$ cat src/rtl/vga_pkg.sv
// Shared VGA timing constants and helpers for the raster timing generator.
// Defaults describe 640x480@60 with a 25.175 MHz dot clock.
package vga_pkg;

   localparam int POS_W = 12;

   localparam int H_VIS_DEF  = 640;
   localparam int H_FP_DEF   = 16;
   localparam int H_SYNC_DEF = 96;
   localparam int H_BP_DEF   = 48;
   localparam int V_VIS_DEF  = 480;
   localparam int V_FP_DEF   = 10;
   localparam int V_SYNC_DEF = 2;
   localparam int V_BP_DEF   = 33;

   function automatic int h_total(input int vis, input int fp, input int sync, input int bp);
      return vis + fp + sync + bp;
   endfunction

   function automatic int v_total(input int vis, input int fp, input int sync, input int bp);
      return vis + fp + sync + bp;
   endfunction

   function automatic bit is_pow2(input int n);
      return (n > 0) && ((n & (n - 1)) == 0);
   endfunction

endpackage

$ cat src/rtl/vga_delay_line.sv
// Synchronous-reset shift register; every stage reloads RESET_VAL on reset.
module vga_delay_line #(
   parameter int               WIDTH     = 1,
   parameter int               DEPTH     = 1,
   parameter logic [WIDTH-1:0] RESET_VAL = {WIDTH{1'b0}}
) (
   input  logic             clk,
   input  logic             nrst,
   input  logic [WIDTH-1:0] din,
   output logic [WIDTH-1:0] dout
);

   logic [WIDTH-1:0] stage_q [DEPTH];
   logic [WIDTH-1:0] stage_d [DEPTH];

   // Next-stage values: input enters stage 0, each stage takes its predecessor
   always_comb begin
      stage_d[0] = din;
      for (int i = 1; i < DEPTH; i++) begin
         stage_d[i] = stage_q[i-1];
      end
   end

   // Stage registers
   always_ff @(posedge clk) begin
      if (!nrst) begin
         for (int i = 0; i < DEPTH; i++) begin
            stage_q[i] <= RESET_VAL;
         end
      end else begin
         for (int i = 0; i < DEPTH; i++) begin
            stage_q[i] <= stage_d[i];
         end
      end
   end

   assign dout = stage_q[DEPTH-1];

endmodule

$ cat src/rtl/vga_timing_gen.sv
// Configurable VGA raster timing: position counters, character-cell decode,
// frame counter/blink and pipeline-aligned sync/blanking outputs.
module vga_timing_gen
   import vga_pkg::*;
#(
   parameter int H_VIS      = H_VIS_DEF,
   parameter int H_FP       = H_FP_DEF,
   parameter int H_SYNC     = H_SYNC_DEF,
   parameter int H_BP       = H_BP_DEF,
   parameter int V_VIS      = V_VIS_DEF,
   parameter int V_FP       = V_FP_DEF,
   parameter int V_SYNC     = V_SYNC_DEF,
   parameter int V_BP       = V_BP_DEF,
   parameter bit H_POL      = 1'b0,
   parameter bit V_POL      = 1'b0,
   parameter int CHAR_W     = 8,
   parameter int CHAR_H     = 16,
   parameter int PIPE_DELAY = 3,
   parameter int FRAME_W    = 10,
   parameter int BLINK_BIT  = 5
) (
   input  logic               clk,
   input  logic               nrst,
   output logic [POS_W-1:0]   hPos,
   output logic [POS_W-1:0]   vPos,
   output logic               charStrobe,
   output logic [7:0]         charCol,
   output logic [7:0]         charRow,
   output logic [4:0]         glyphRow,
   output logic               lineEnd,
   output logic               frameStart,
   output logic               hSync,
   output logic               vSync,
   output logic               nVis,
   output logic [FRAME_W-1:0] frameCount,
   output logic               blink
);

   if (!is_pow2(CHAR_W)) begin : g_err_char_w
      $error("CHAR_W must be a power of two");
   end
   if (!is_pow2(CHAR_H) || CHAR_H > 32) begin : g_err_char_h
      $error("CHAR_H must be a power of two no larger than 32");
   end
   if (PIPE_DELAY < 1) begin : g_err_pipe
      $error("PIPE_DELAY must be at least 1");
   end
   if ((H_VIS % CHAR_W) != 0) begin : g_err_hvis
      $error("H_VIS must be divisible by CHAR_W");
   end
   if (BLINK_BIT >= FRAME_W) begin : g_err_blink
      $error("BLINK_BIT must index into frameCount");
   end

   localparam logic [POS_W-1:0] H_LAST     = POS_W'(h_total(H_VIS, H_FP, H_SYNC, H_BP) - 1);
   localparam logic [POS_W-1:0] V_LAST     = POS_W'(v_total(V_VIS, V_FP, V_SYNC, V_BP) - 1);
   localparam logic [POS_W-1:0] H_VIS_P    = POS_W'(H_VIS);
   localparam logic [POS_W-1:0] V_VIS_P    = POS_W'(V_VIS);
   localparam logic [POS_W-1:0] H_SYNC_LO  = POS_W'(H_VIS + H_FP);
   localparam logic [POS_W-1:0] H_SYNC_HI  = POS_W'(H_VIS + H_FP + H_SYNC);
   localparam logic [POS_W-1:0] V_SYNC_LO  = POS_W'(V_VIS + V_FP);
   localparam logic [POS_W-1:0] V_SYNC_HI  = POS_W'(V_VIS + V_FP + V_SYNC);
   localparam logic [POS_W-1:0] CW_MASK    = POS_W'(CHAR_W - 1);
   localparam logic [4:0]       GLYPH_LAST = 5'(CHAR_H - 1);

   logic [POS_W-1:0]   h_pos_q, h_pos_d, v_pos_q, v_pos_d;
   logic [7:0]         char_col_q, char_col_d, char_row_q, char_row_d;
   logic [4:0]         glyph_row_q, glyph_row_d;
   logic [FRAME_W-1:0] frame_count_q, frame_count_d;
   logic               h_wrap_s, v_wrap_s, cell_end_s, glyph_wrap_s, visible_s;
   logic [2:0]         raw_s, dly_s;

   // Counter next-state; character counters step alongside the position counters
   always_comb begin
      h_wrap_s     = (h_pos_q == H_LAST);
      v_wrap_s     = (v_pos_q == V_LAST);
      cell_end_s   = ((h_pos_q & CW_MASK) == CW_MASK);
      glyph_wrap_s = (glyph_row_q == GLYPH_LAST);
      v_pos_d       = v_pos_q;
      char_row_d    = char_row_q;
      glyph_row_d   = glyph_row_q;
      frame_count_d = frame_count_q;
      if (h_wrap_s) begin
         h_pos_d    = {POS_W{1'b0}};
         char_col_d = 8'd0;
         if (v_wrap_s) begin
            v_pos_d       = {POS_W{1'b0}};
            glyph_row_d   = 5'd0;
            char_row_d    = 8'd0;
            frame_count_d = frame_count_q + FRAME_W'(1);
         end else if (glyph_wrap_s) begin
            v_pos_d     = v_pos_q + POS_W'(1);
            glyph_row_d = 5'd0;
            char_row_d  = char_row_q + 8'd1;
         end else begin
            v_pos_d     = v_pos_q + POS_W'(1);
            glyph_row_d = glyph_row_q + 5'd1;
         end
      end else if (cell_end_s) begin
         h_pos_d    = h_pos_q + POS_W'(1);
         char_col_d = char_col_q + 8'd1;
      end else begin
         h_pos_d    = h_pos_q + POS_W'(1);
         char_col_d = char_col_q;
      end
   end

   // Counter registers
   always_ff @(posedge clk) begin
      if (!nrst) begin
         h_pos_q       <= {POS_W{1'b0}};
         v_pos_q       <= {POS_W{1'b0}};
         char_col_q    <= 8'd0;
         char_row_q    <= 8'd0;
         glyph_row_q   <= 5'd0;
         frame_count_q <= {FRAME_W{1'b0}};
      end else begin
         h_pos_q       <= h_pos_d;
         v_pos_q       <= v_pos_d;
         char_col_q    <= char_col_d;
         char_row_q    <= char_row_d;
         glyph_row_q   <= glyph_row_d;
         frame_count_q <= frame_count_d;
      end
   end

   // Undelayed sync/blanking decode of the current position
   always_comb begin
      visible_s = (h_pos_q < H_VIS_P) && (v_pos_q < V_VIS_P);
      raw_s[2]  = (h_pos_q >= H_SYNC_LO) && (h_pos_q < H_SYNC_HI);
      raw_s[1]  = (v_pos_q >= V_SYNC_LO) && (v_pos_q < V_SYNC_HI);
      raw_s[0]  = !visible_s;
   end

   // Reset value: both syncs inactive, blanking asserted
   vga_delay_line #(
      .WIDTH     (3),
      .DEPTH     (PIPE_DELAY),
      .RESET_VAL (3'b001)
   ) u_sync_dly (
      .clk  (clk),
      .nrst (nrst),
      .din  (raw_s),
      .dout (dly_s)
   );

   assign hPos       = h_pos_q;
   assign vPos       = v_pos_q;
   assign charCol    = char_col_q;
   assign charRow    = char_row_q;
   assign glyphRow   = glyph_row_q;
   assign charStrobe = nrst && visible_s && ((h_pos_q & CW_MASK) == {POS_W{1'b0}});
   assign lineEnd    = nrst && h_wrap_s;
   assign frameStart = nrst && (h_pos_q == {POS_W{1'b0}}) && (v_pos_q == {POS_W{1'b0}});
   assign hSync      = H_POL ? dly_s[2] : !dly_s[2];
   assign vSync      = V_POL ? dly_s[1] : !dly_s[1];
   assign nVis       = dly_s[0];
   assign frameCount = frame_count_q;
   assign blink      = frame_count_q[BLINK_BIT];

endmodule
$ cat config.mk
export PLATFORM = sky130hd
export DESIGN_NAME = vga_timing_gen
export DESIGN_NICKNAME = d
export VERILOG_FILES = /design/src/rtl/vga_pkg.sv /design/src/rtl/vga_delay_line.sv /design/src/rtl/vga_timing_gen.sv
export SDC_FILE = /design/constraint.sdc
export NUM_CORES = 1
export LEC_CHECK = 0
export CORE_MARGIN = 8
export CORE_UTILIZATION = 51
export DETAILED_ROUTE_END_ITERATION = 10
export PLACE_DENSITY = 0.8
export RECOVER_POWER = 100
export SLEW_MARGIN = 25
export SYNTH_ARGS = -nofsm -noshare
export SYNTH_HDL_FRONTEND = slang
export SYNTH_HIERARCHICAL = 1
export SYNTH_SLANG_ARGS = --single-unit
$ cat constraint.sdc
create_clock -name clk -period 2.5 [get_ports clk]
set_input_delay 0.5 -clock clk [delete_from_list [all_inputs] [get_ports clk]]
set_output_delay 0.5 -clock clk [all_outputs]
set_load 0.01 [all_outputs]
-- Yosys cells after proc, flatten, opt, wreduce, memory -nomap -nowiden
Memories as Yosys holds them, arrays and structs flattened.
Cells that the tools add are included.
- flip-flop bits (word level): 55
- bits in latches: 0
- bits in writable memories: 9
- bits in read-only memories: 0
- input bits: 2
- output and inout port bits: 62
- word-level logic and storage cells: 55
- memories kept: 1
- add/subtract/negate cells: 6
- multiply operators: 0
- div/mod/pow operators: 0
- $lt $le $gt $ge: 6
- equal/unequal tests: 4
- shifts and indexed selects: 0
- multiplexer cells: 10
- bitwise logic cells: 4
- reduce and logical (&&, ||, !) cells: 18
- memories (memory ; words ; width ; read ports ; clocked after Yosys merged registers in ; write ports ; RTL line ; RTL):
    u_sync_dly.stage_q ; 3 ; 3 ; 3 ; 0 ; 3 ; vga_delay_line.sv:13 ; logic [WIDTH-1:0] stage_q [DEPTH];
- operator list (operator ; number):
    zero test 12 bit ; 3
    adder 12 x 1 -> 12 bit, second input constant ; 2
    equality test 12 x 10 -> 1 bit, second input constant ; 2
    < comparator 12 x 10 -> 1 bit, second input constant ; 2
    < comparator 12 x 9 -> 1 bit, second input constant ; 2
    adder 8 x 1 -> 8 bit, second input constant ; 2
    two-way mux 8 bit ; 2
    >= comparator 12 x 10 -> 1 bit, second input constant ; 1
    >= comparator 12 x 9 -> 1 bit, second input constant ; 1
    two-way mux 12 bit ; 1
    adder 10 x 1 -> 10 bit, second input constant ; 1
    two-way mux 5 bit ; 2
    two-way mux 3 bit ; 3
    logical AND 1 bit ; 8
    adder 5 x 1 -> 5 bit, second input constant ; 1
    equality test 5 x 4 -> 1 bit, second input constant ; 1
    AND reduction 2 bit ; 2
    equality test 3 bit, second input constant ; 1
    zero test 1 bit ; 3
    bitwise OR 1 bit ; 3
    two-way mux 1 bit ; 2
    nonzero test 2 bit ; 1
    OR reduction 2 bit ; 1
    NOT 1 bit ; 1

-- Depth between registers and ports, before layout
Gate-level depths: netlist (run 1).
- depth after elaboration: 4
- mapped depth: 8
- gate-level depth less buffers: 6

-- Modules after synthesis
Netlist (run 1), hierarchy kept.
- modules (own cells, without submodules) (module ; instances ; cells each ; area an instance (sq um) ; sequential area each (sq um)):
    vga_timing_gen ; 1 ; 329 ; 2746.4 ; 1101.1
    vga_delay_line ; 1 ; 18 ; 236.5 ; 180.2

-- Least setup slack after synthesis (run 1)
OpenSTA, ideal clock, no wires.
- path type: input-to-output
- start point: in nrst
- end point: out frameStart
- data arrival time: 1545 ps
- required time: 2000 ps
- setup slack: 455 ps
- cell stages on the path: 4
- buffers on the path: 1
- cells stage by stage: clkbuf_1 -> nand2_1 -> or3b_2 -> nor3_1
- word-level cells in the longest chain between the ends: 2
- ends and longest elaborated chain (element ; RTL line ; RTL):
    start, declared ; vga_timing_gen.sv:23 ; input logic nrst,
    logical AND 1 bit (2 in series) ; vga_timing_gen.sv:154 ; assign frameStart = nrst && (h_pos_q == {POS_W{1'b0}}) && (v_pos_q == {POS_W{1'b0}});
    end, declared ; vga_timing_gen.sv:31 ; output logic frameStart,
Every way passes these cells.

-- Final worst setup path (run 1)
- start point: in nrst
- end point: out charStrobe
- word-level cells in the longest chain between the ends: 2
- ends and longest elaborated chain (element ; RTL line ; RTL):
    logical AND 1 bit (2 in series) ; vga_timing_gen.sv:152 ; assign charStrobe = nrst && visible_s && ((h_pos_q & CW_MASK) == {POS_W{1'b0}});
    end, declared ; vga_timing_gen.sv:26 ; output logic charStrobe,
Every way passes these cells.

==> results of run 1 <==
## repair_timing
action	in CTS	in global routing
resized for setup	8	4
hold endpoints to repair	0	0
pin swaps	0	0
setup endpoints to repair	2	3
## cell families (layout without fill, tap and decap cells)
logic type | after synthesis | count (layout)
AO/OA/AOI/OAI | 54 | 54
XOR/XNOR | 19 | 19
adder cells (fa/ha/maj) | 9 | 9
buffers and inverters | 30 | 103
flip-flops | 64 | 64
multiplexers | 4 | 4
AND/OR/NAND/NOR | 167 | 167
## cell usage in the layout (no fill, tap or decap), drive strengths merged, types with 9 or more instances in the layout
cell type / n
or3: 13
dfxtp: 64
ha: 9
inv: 11
o21ai: 9
a21oi: 23
nand4: 19
xor2: 16
nand2: 33
nand3: 19
nor2: 26
nand2b: 11
clkbuf: 20
dlygate4sd3: 59
## path summary, 6_finish.rpt
check                                start                       end  slack [ns]  cells past startpoint
hold reg to reg   u_sync_dly/stage_q[0][3]  u_sync_dly/stage_q[0][6]        0.41                      1
setup / recovery                      nrst                charStrobe        0.07                      5
hold / removal    u_sync_dly/stage_q[0][3]  u_sync_dly/stage_q[0][6]        0.41                      1
setup reg to reg                   hPos[0]                  vPos[11]        0.24                      8
## metrics by stage
| stage | setup TNS (ns) | hold slack, ns | utilization (%) |
|---|---|---|---|
| 4_1_cts | 0 | 0.415 | 68.0 |
| 5_1_grt | 0 | 0.435 | 67.4 |
| 6_report | 0 | 0.409 | 67.4 |
| 2_1_floorplan | 0 | 0.386 | - |
| 3_3_place_gp | -0.233 | 0.390 | 64.5 |
| 3_5_place_dp | -0.286 | 0.402 | 64.5 |
## power groups by stage
stage / combinational [mW] / sequential, mW / clock (mW)
2_1_floorplan: 0.0331 / 1.06 / 0
6_report: 0.0695 / 1.04 / 0.816
5_1_grt: 0.0761 / 1.04 / 0.892
3_5_place_dp: 0.0739 / 1.06 / 0
3_3_place_gp: 0.0727 / 1.06 / 0
4_1_cts: 0.0747 / 1.04 / 0.838
## cell type report
class                   instances  share of cell area (%)
inverters                      11                    1.06
multi-input cells             253                    40.6
clock inverters                 3                   0.385
clock buffers                  13                    4.33
repair buffers                 76                    18.4
well taps                      75                    2.41
flip-flops and latches         64                    32.9
## layer usage
| metal | vias to the layer above | global-route usage, % | routed length, um |
|---|---|---|---|
| met4 | 0 | 6.31 | 101 |
| met1 | 1287 | 21.9 | 3340 |
| met5 | - | 0 | 0 |
| met2 | 103 | 29.0 | 3490 |
| li1 | 1399 | - | - |
| met3 | 11 | 6.55 | 590 |
## state kept, by name, summed over array words and instances, names as in the netlist
| name | flops |
|---|---|
| charCol | 8 |
| charRow | 8 |
| frameCount | 10 |
| glyphRow | 5 |
| hPos | 12 |
| u_sync_dly/stage_q | 9 |
| vPos | 12 |
## worst max-delay path, cell delays in order
cell and delay, ns:
sky130_fd_sc_hd__clkdlybuf4s50_1 0.51, sky130_fd_sc_hd__nand2_1 0.08, sky130_fd_sc_hd__buf_4 0.13, sky130_fd_sc_hd__nor3_1 0.14, sky130_fd_sc_hd__clkdlybuf4s50_1 0.57
==> results by stage, run 1 <==
Timing:
- The final critical path time including I/O delays and setup is 2.43 ns.
- Setup repair after global routing left no endpoint under its margin.
- In the post-route analysis, the smallest setup slack over all paths is 0.0689 ns.
- The number of failing setup endpoints in the final timing report is 0.
- The worst slew margin relative to its limit is 58.7%.
- The clock skew is 0.00579 ns.
- The ratio of final minimum period to clock period is 97.2%.
- The number of hold violations in the final report is 0.
- The transition time at the pin with the least slew margin is 0.620 ns.
- The count of final max-slew check failures was 0.
- The highest clock frequency the design can meet is 411 MHz.

Routing:
- The detailed-routing iteration count for the pre-antenna-repair pass is 4.
- The count of nets left with antenna violations once routing finished came out at 0.
- The post-detailed-route via-to-cell ratio is 5.66.
- The final routed DRC violation total is 0.
- Summing over every cut layer, the via total after detailed routing is 2800.
- The routed wire length per instance is 15.2 um.
- After the first detailed-routing iteration, the DRC count stood at 125.
- For this block, the routed nets add up to 7520 um of wire.

Floorplan:
- The width of the die is 92.5 um.
- The core area is 5780 sq um.
- The initial utilization of the core area, before any placement, comes to 51.6%.
- The full die area is 8550 sq um.
- The vertical die dimension is 92.5 um.
- 64 I/O pins were placed.
- Row generation in the floorplan step produced 28 rows.

Cells and area:
- The storage element area is 1280 sq um.
- The area used by multi-input combinational logic is 1580 sq um.
- Compared with the post-synthesis result, the final layout area differs by 30.7%.
- Excluding fillers, the count of instances in the completed layout stands at 495.
- The post-route netlist has 6.67% of its cells at a drive strength greater than 1.
- The post-layout instance area is 3900 sq um.
- After the last flow step, the layout net total stands at 426.
- The repair_antennas step left the layout with diodes totalling 0.
- The number of fill cells is 491.

Synthesis:
- Of all flip-flops after synthesis, the portion carrying an async set or reset was 0%.
- After synthesis, the mean cell area works out to 8.60 sq um.
- The share of synthesized area occupied by flip-flops and latches is 43.0%.
- After Yosys synthesis, full adders, half adders and majority gates account for 3.78% of the synthesized area.
- The synthesized netlist devotes 11.0% of its cell area to compound gates.
- The area of the mapped netlist is 2980 sq um.
- In this run, distinct cell masters in the synthesized netlist total 39.
- The commonest cells after synthesis are sky130_fd_sc_hd__dfxtp_1, sky130_fd_sc_hd__nand2_1, sky130_fd_sc_hd__nor2_1, sky130_fd_sc_hd__a21oi_1, sky130_fd_sc_hd__nand4_1.
- In the synthesized netlist the dominant register cell turns out to be sky130_fd_sc_hd__dfxtp_1.
- The cell count after synthesis is 347.
- The mux contribution to synthesized area is 1.34%.
- By area, the combinational part of the netlist is dominated by simple AND/OR/NAND/NOR gates.
- sky130_fd_sc_hd__dfxtp_1 takes more of the synthesized area than any other cell.
- The top cell type by area accounts for 43.0% of the synthesized area.
- The fraction of synthesized cell area in xor and xnor cells is 5.58%.
- sky130_fd_sc_hd__dfxtp_1 is the most common cell in the netlist.
- The share of synthesized cell area in and, or, nand and nor gates is 31.3%.
- After synthesis, the cell types taking the most area are sky130_fd_sc_hd__dfxtp_1, sky130_fd_sc_hd__xor2_1, sky130_fd_sc_hd__nand2_1, sky130_fd_sc_hd__nand4_1, sky130_fd_sc_hd__a21oi_1.
- For this run, the number of Yosys warnings is 6.
- The flop and latch count out of synthesis is 64.
- The number of synthesized flops with an enable pin is 0.
- Counting every net in the synthesized netlist gives 358.

Power:
- The switching power share of the total is 22.4%.
- The overall power is 1.92 mW.
- Of the total power, the clock network draws 42.4%.
- The switching power is 0.430 mW.
- Cell internal power was estimated by the tool at 1.49 mW.
- The ratio of total power to cell area is 493 nW/um^2.
- Sequential cells account for 54.0% of the total power.
- For this design the static power due to leakage is 1.57 nW.
- Combinational logic burns 3.6% of the power.
- The maximum vdd ir drop is 0.326 mV.

Min path:
- The worst hold path belongs to the class flip-flop to flip-flop.

Worst setup path:
- In this run the worst path has a maximum fanout of 2.
- The required time of the worst setup path is 2.00 ns.
- By startpoint and endpoint, the worst setup path is classified as input port to primary output.
- The sort of element at the start of the critical path is an input port.
- The arrival time at the worst endpoint is 1.93 ns.
- The capturing element type of the critical path is a primary output.

Clocking:
- TritonCTS built the clock tree.
- The maximum clock insertion buffer count is 2.
- The number of hold buffers added after CTS is 0.
- The number of clock buffers inserted by TritonCTS is 9.
- The deepest level of the CTS H-tree is 3.
- The total setup buffers inserted after CTS is 0.
- The cell sitting at the root of the clock tree is a sky130_fd_sc_hd__clkbuf_8.
- The clock transition at the registers of the reported paths is 0.07 ns.
- The count of clock tree sinks is 64.
- The latest clock arrival within the worst-skew pair is 0.34 ns.

Outcome:
- The flow ran to the end, and the final reports show no timing, DRC or antenna violations.

Job:
- The max-cap violation count is 0.

Global route:
- The largest net degree at the start of global routing is 38.
- The total overflow left after global routing is 0.
- The first global-routing pass estimated 12800 um of wire.
- The via count of the first global-routing pass came to 2699.
- The initial antenna violation count is 0.
- In the global route stage, overall resource usage came out at 18.1%.

Placed design:
- The worst-case setup slack after placement is -0.218 ns.
- The placed instances occupy a cell area of 3730 sq um.
- At the end of routability-driven placement, the weighted congestion stood at 0.794.
- The estimated wirelength of the detail-placed design is 5270 um.
- The port buffer count is 63.
- In this run, placement finished with an instance count of 479.
No activity file was read; power rests on OpenSTA's default activity.
==> run 2, diff against run 1 <==
- SYNTH_HIERARCHICAL: 1 -> unset
==> run 2 against run 1 <==
Against the previous run: sequential power hardly changed; non-clock buffer count is 8 higher; critical path depth is 2 higher; final cell count is 4.2% higher; total power is 11% higher; largest power group unchanged.
==> results by stage, run 2 <==
Outcome:
- The run finished with clean final reports.

Min path:
- The tightest min-delay check is of the flip-flop to flip-flop type.
- The number of cells on the worst hold path is 1 (unchanged).
- The terminating pin of the worst hold path is u_sync_dly.stage_q[0][5].
- The start point of the worst min-delay path is u_sync_dly.stage_q[0][2].

Synthesis:
- The share of synthesized area occupied by flip-flops and latches is 41.6% (-1.4 points).
- For this run, the leading register cell type out of synthesis is sky130_fd_sc_hd__dfxtp_1.
- The proportion of register bits with asynchronous set or reset after synthesis is 0% (unchanged).
- By instance count, the leading cell after synthesis is sky130_fd_sc_hd__dfxtp_1.
- Summed over all instances, the cell type with the most area after synthesis is sky130_fd_sc_hd__dfxtp_1.
- The count of warnings emitted by yosys came to 0 (-6).
- The net count of the mapped netlist is 375 (+4.7%).
- The post-synthesis cell type count is 43 (+10%).
- The synthesized area per cell is 8.47 sq um (-1.5%).
- The cell count after synthesis is 364 (+4.9%).
- The flop and latch count out of synthesis is 64 (unchanged).
- The number of synthesized flops with an enable pin came to 0 (unchanged).
- The area of the mapped netlist was 3080 sq um (+3.3%).
- The commonest cells after synthesis are sky130_fd_sc_hd__dfxtp_1, sky130_fd_sc_hd__nand2_1, sky130_fd_sc_hd__nor2_1, sky130_fd_sc_hd__nand3_1, sky130_fd_sc_hd__a21oi_1.
- The top cell type's share of synthesized area is 41.6% (-1.4 points).
- Yosys attributes the largest share of cell area to sky130_fd_sc_hd__dfxtp_1, sky130_fd_sc_hd__nand2_1, sky130_fd_sc_hd__nor2_1, sky130_fd_sc_hd__xnor2_1, sky130_fd_sc_hd__ha_1.

Cells and area:
- The commonest non-fill, non-tap cell in the layout is sky130_fd_sc_hd__dfxtp_1.
- The storage element area is 1280 sq um (unchanged).
- The number of inserted diodes is 0 (unchanged).
- The fraction of final layout cells with drive strength greater than 1 is 8.84% (+2.2 points).
- The area used by multi-input combinational logic came to 1670 sq um (+5.7%).
- The number of fill cells is 492 (+0.20%).
- In the layout the commonest cells are sky130_fd_sc_hd__dfxtp_1, sky130_fd_sc_hd__dlygate4sd3_1, sky130_fd_sc_hd__nand2_1, sky130_fd_sc_hd__nor2_1, sky130_fd_sc_hd__nand3_1.
- The number of nets in the layout is 447 (+4.9%).
- From synthesis to final layout, the design area changed by 32.3%.

Worst setup path:
- The highest fanout seen on the critical path came to 21 (+19).
- The kind of cell with the highest combined delay on the critical path is simple AND/OR/NAND/NOR gates.
- Walking the worst path, the cells encountered are ha_2, nand4_1, buf_4, or3_1, buf_4, o311ai_1, o41ai_1.
- The slowest stage of the critical path belongs to the cell sky130_fd_sc_hd__or3_1.
- STA classifies the critical path endpoint as a flip-flop.
- The launch instance of the worst register-to-register path is hPos[1].
- The worst-case register-to-register setup slack came to 0.13 ns (-0.11 ns).
- The critical path in this run is classified as flip-flop to flip-flop.
- STA classifies the critical path startpoint as a flip-flop.
- Counting stages on the worst path, the most repeated cell is sky130_fd_sc_hd__buf_4.
- The required time of the worst setup path was 2.71 ns (+0.71 ns).
- The combined buffer and inverter count along the critical path came to 2 (-1).
- The cell count of the worst reg-to-reg path is 7 (-1).
- The arrival time at the worst endpoint is 2.59 ns (+0.66 ns).
- The stage delay of the slowest cell on the critical path came to 0.51 ns (-0.06 ns).
- The endpoint of the worst register-to-register path is frameCount[9].

Clocking:
- The latest clock arrival within the worst-skew pair is 0.35 ns (about the same).
- TritonCTS built the clock tree.
- The number of hold buffers added after CTS came to 0 (unchanged).
- The clock transition at the registers of the reported paths is 0.08 ns (about the same).
- The count of clock tree sinks is 64 (unchanged).
- The maximum clock insertion buffer count came to 2 (unchanged).
- The root buffer cell chosen for the clock tree is sky130_fd_sc_hd__clkbuf_8.
- The number of clock buffers inserted by TritonCTS was 9 (unchanged).
- The deepest level of the CTS H-tree came to 3 (unchanged).

Power:
- The relative contribution of combinational cells to total power was 3.7% (about the same).
- The ratio of total power to cell area is 525 nW/um^2 (+6.4%).
- The reported leakage power is 1.61 nW (+2.2%).
- The overall power was 2.14 mW (+11%).
- The maximum vdd ir drop is 0.252 mV (-23%).
- The sequential share of power is 48.6% (-5.4 points).
- The switching power share of the total is 23.6% (+1.3 points).
- The switching power came to 0.505 mW (+17%).
- The internal cell power was 1.63 mW (+9.4%).
- The part of the total power dissipated in the clock network came to 47.7% (+5.3 points).

Routing:
- The final routed DRC violation total is 0 (unchanged).
- The post-detailed-route via-to-cell ratio was 5.81 (+2.7%).
- The residual antenna-violating net count after detailed routing was 0 (unchanged).
- The routed wire length is 8400 um (+12%).
- The via count is 2998 (+7.1%).
- The routed wire length per instance is 16.3 um (+7.2%).
- The detailed-routing iteration count for the pre-antenna-repair pass is 4 (unchanged).
- The DRC marker count from the first detailed-route iteration was 214 (+71%).

Global route:
- The first-pass GRT wire length is 13800 um (+8.3%).
- The largest net degree at the start of global routing came to 40 (+5.3%).
- The remaining global-route overflow is 0 (unchanged).
- The total routing resource utilization after global routing is 19.7% (+1.6 points).
- The via count of the first global-routing pass is 2885 (+6.9%).
- The initial antenna violation count is 0 (unchanged).

Timing:
- The clock skew is 0.00753 ns (+0.00174 ns).
- The highest clock frequency the design can meet is 422 MHz (+2.5%).
- The final critical path time including I/O delays and setup came to 2.37 ns (-0.0593 ns).
- The ratio of final minimum period to clock period is 94.9% (-2.4 points).
- The transition time at the pin with the least slew margin is 0.816 ns (+0.196 ns).
- The number of failing setup endpoints in the final timing report is 0 (unchanged).
- The number of hold violations in the final report is 0 (unchanged).
- Setup repair after global routing left no endpoint under its margin.
- The worst slew margin relative to its limit is 45.6% (-13 points).
- The count of final max-slew check failures came to 0 (unchanged).
- The sum of negative setup slack came to 0 ns (unchanged).

Floorplan:
- The starting density of the core came to 52.4% (+0.76 points).
- The width of the die is 93.7 um (+1.4%).
- The vertical die dimension was 93.7 um (+1.4%).
- The row count is 28 (unchanged).
- The core area is 5890 sq um (+1.8%).
- The count of boundary I/O pins is 64 (unchanged).
- The full die area is 8790 sq um (+2.7%).

Placed design:
- The estimated wirelength of the detail-placed design was 5590 um (+6.2%).
- The port buffer count came to 63 (unchanged).
- The routability congestion estimate came to 0.858 (+8.0%).

Job:
- The max-cap violation count came to 0 (unchanged).
==> run 2: cell types whose count changed after synthesis, moves of 3 or more <==
cell	change
sky130_fd_sc_hd__xnor2_1	+10
sky130_fd_sc_hd__xor2_1	-9
sky130_fd_sc_hd__o311ai_1	+7
sky130_fd_sc_hd__nor3_1	+6
sky130_fd_sc_hd__a21oi_1	-5
sky130_fd_sc_hd__nor2_1	+5
sky130_fd_sc_hd__o31ai_1	-5
sky130_fd_sc_hd__o41ai_1	+4
sky130_fd_sc_hd__o311ai_0	-3
sky130_fd_sc_hd__o32ai_1	-3
==> run 2: worst max path at each step <==
stage | startpoint | end | slack (ns) | cells past startpoint
2_1_floorplan | hPos[0] | vPos[11] | 0.33 | 6
3_3_place_gp | nrst | charStrobe | -0.54 | 7
3_5_place_dp | nrst | charStrobe | -0.55 | 7
4_1_cts | hPos[1] | frameCount[5] | 0.17 | 7
5_1_grt | hPos[1] | frameCount[5] | 0.02 | 7
6_report | hPos[1] | frameCount[9] | 0.13 | 7
==> run 2: area by class of cell <==
cell class / count / share of cell area (%)
Timing Repair Buffer: 84 / 18.5
Sequential cell: 64 / 31.5
Clock buffer: 9 / 3.04
Tap cell: 75 / 2.30
Multi-Input combinational cell: 264 / 41.0
Clock inverter: 7 / 2.52
Inverter: 13 / 1.20
==> run 2: through the flow <==
| step | setup WS (ns) | area, sq um | hold WS, ns | utilization, % | cells |
|---|---|---|---|---|---|
| 2_1_floorplan | 0.327 | 3080 | 0.386 | - | 364 |
| 3_3_place_gp | -0.544 | 3850 | 0.397 | 65.4 | 499 |
| 3_5_place_dp | -0.550 | 3850 | 0.413 | 65.4 | 499 |
| 4_1_cts | 0.170 | 4100 | 0.433 | 69.7 | 516 |
| 5_1_grt | 0.0233 | 4080 | 0.458 | 69.3 | 516 |
| 6_report | 0.128 | 4080 | 0.428 | 69.3 | 516 |
==> run 2: repair_timing <==
item	4_1_cts	5_1_grt
gates resized for setup	17	0
setup endpoints to repair	3	0
buffers inserted	1	0
==> run 2: logic make-up after synthesis <==
kind of cell	share of synthesized area, %
flops	41.6
buf+inv	5.12
simple gates	31.0
fa+ha+maj	3.65
compound gates	11.7
mux	1.30
xor+xnor	5.68
==> run 2: power by group through the flow <==
stage               Clock, mW  Sequential, mW  Combinational (mW)
floorplan                   0            1.06              0.0408
global placement            0            1.06              0.0836
detailed placement          0            1.06              0.0848
CTS                      1.03            1.04              0.0852
global route             1.08            1.04              0.0888
finish                   1.02            1.04              0.0801
==> run 2: layer usage <==
metal / up-vias / share of wire [%] / track usage [%]
met5: - / 0 / 0
li1: 1472 / - / -
met3: 10 / 8.3 / 5.28
met2: 96 / 47 / 31.6
met4: 0 / 1.3 / 10.7
met1: 1420 / 43 / 23.3
==> run 2: worst reg2reg max path: stages (launching register included) <==
cell and delay (ns):
sky130_fd_sc_hd__dfxtp_2 0.37, sky130_fd_sc_hd__ha_2 0.21, sky130_fd_sc_hd__nand4_1 0.15, sky130_fd_sc_hd__buf_4 0.22
sky130_fd_sc_hd__or3_1 0.51, sky130_fd_sc_hd__buf_4 0.27, sky130_fd_sc_hd__o311ai_1 0.36, sky130_fd_sc_hd__o41ai_1 0.15
==> run 3, diff against run 2 <==
- CTS_CLUSTER_SIZE: unset -> 24
==> results of run 3 <==
No change in the layout: final DEF, timing and power equal those of run 2.
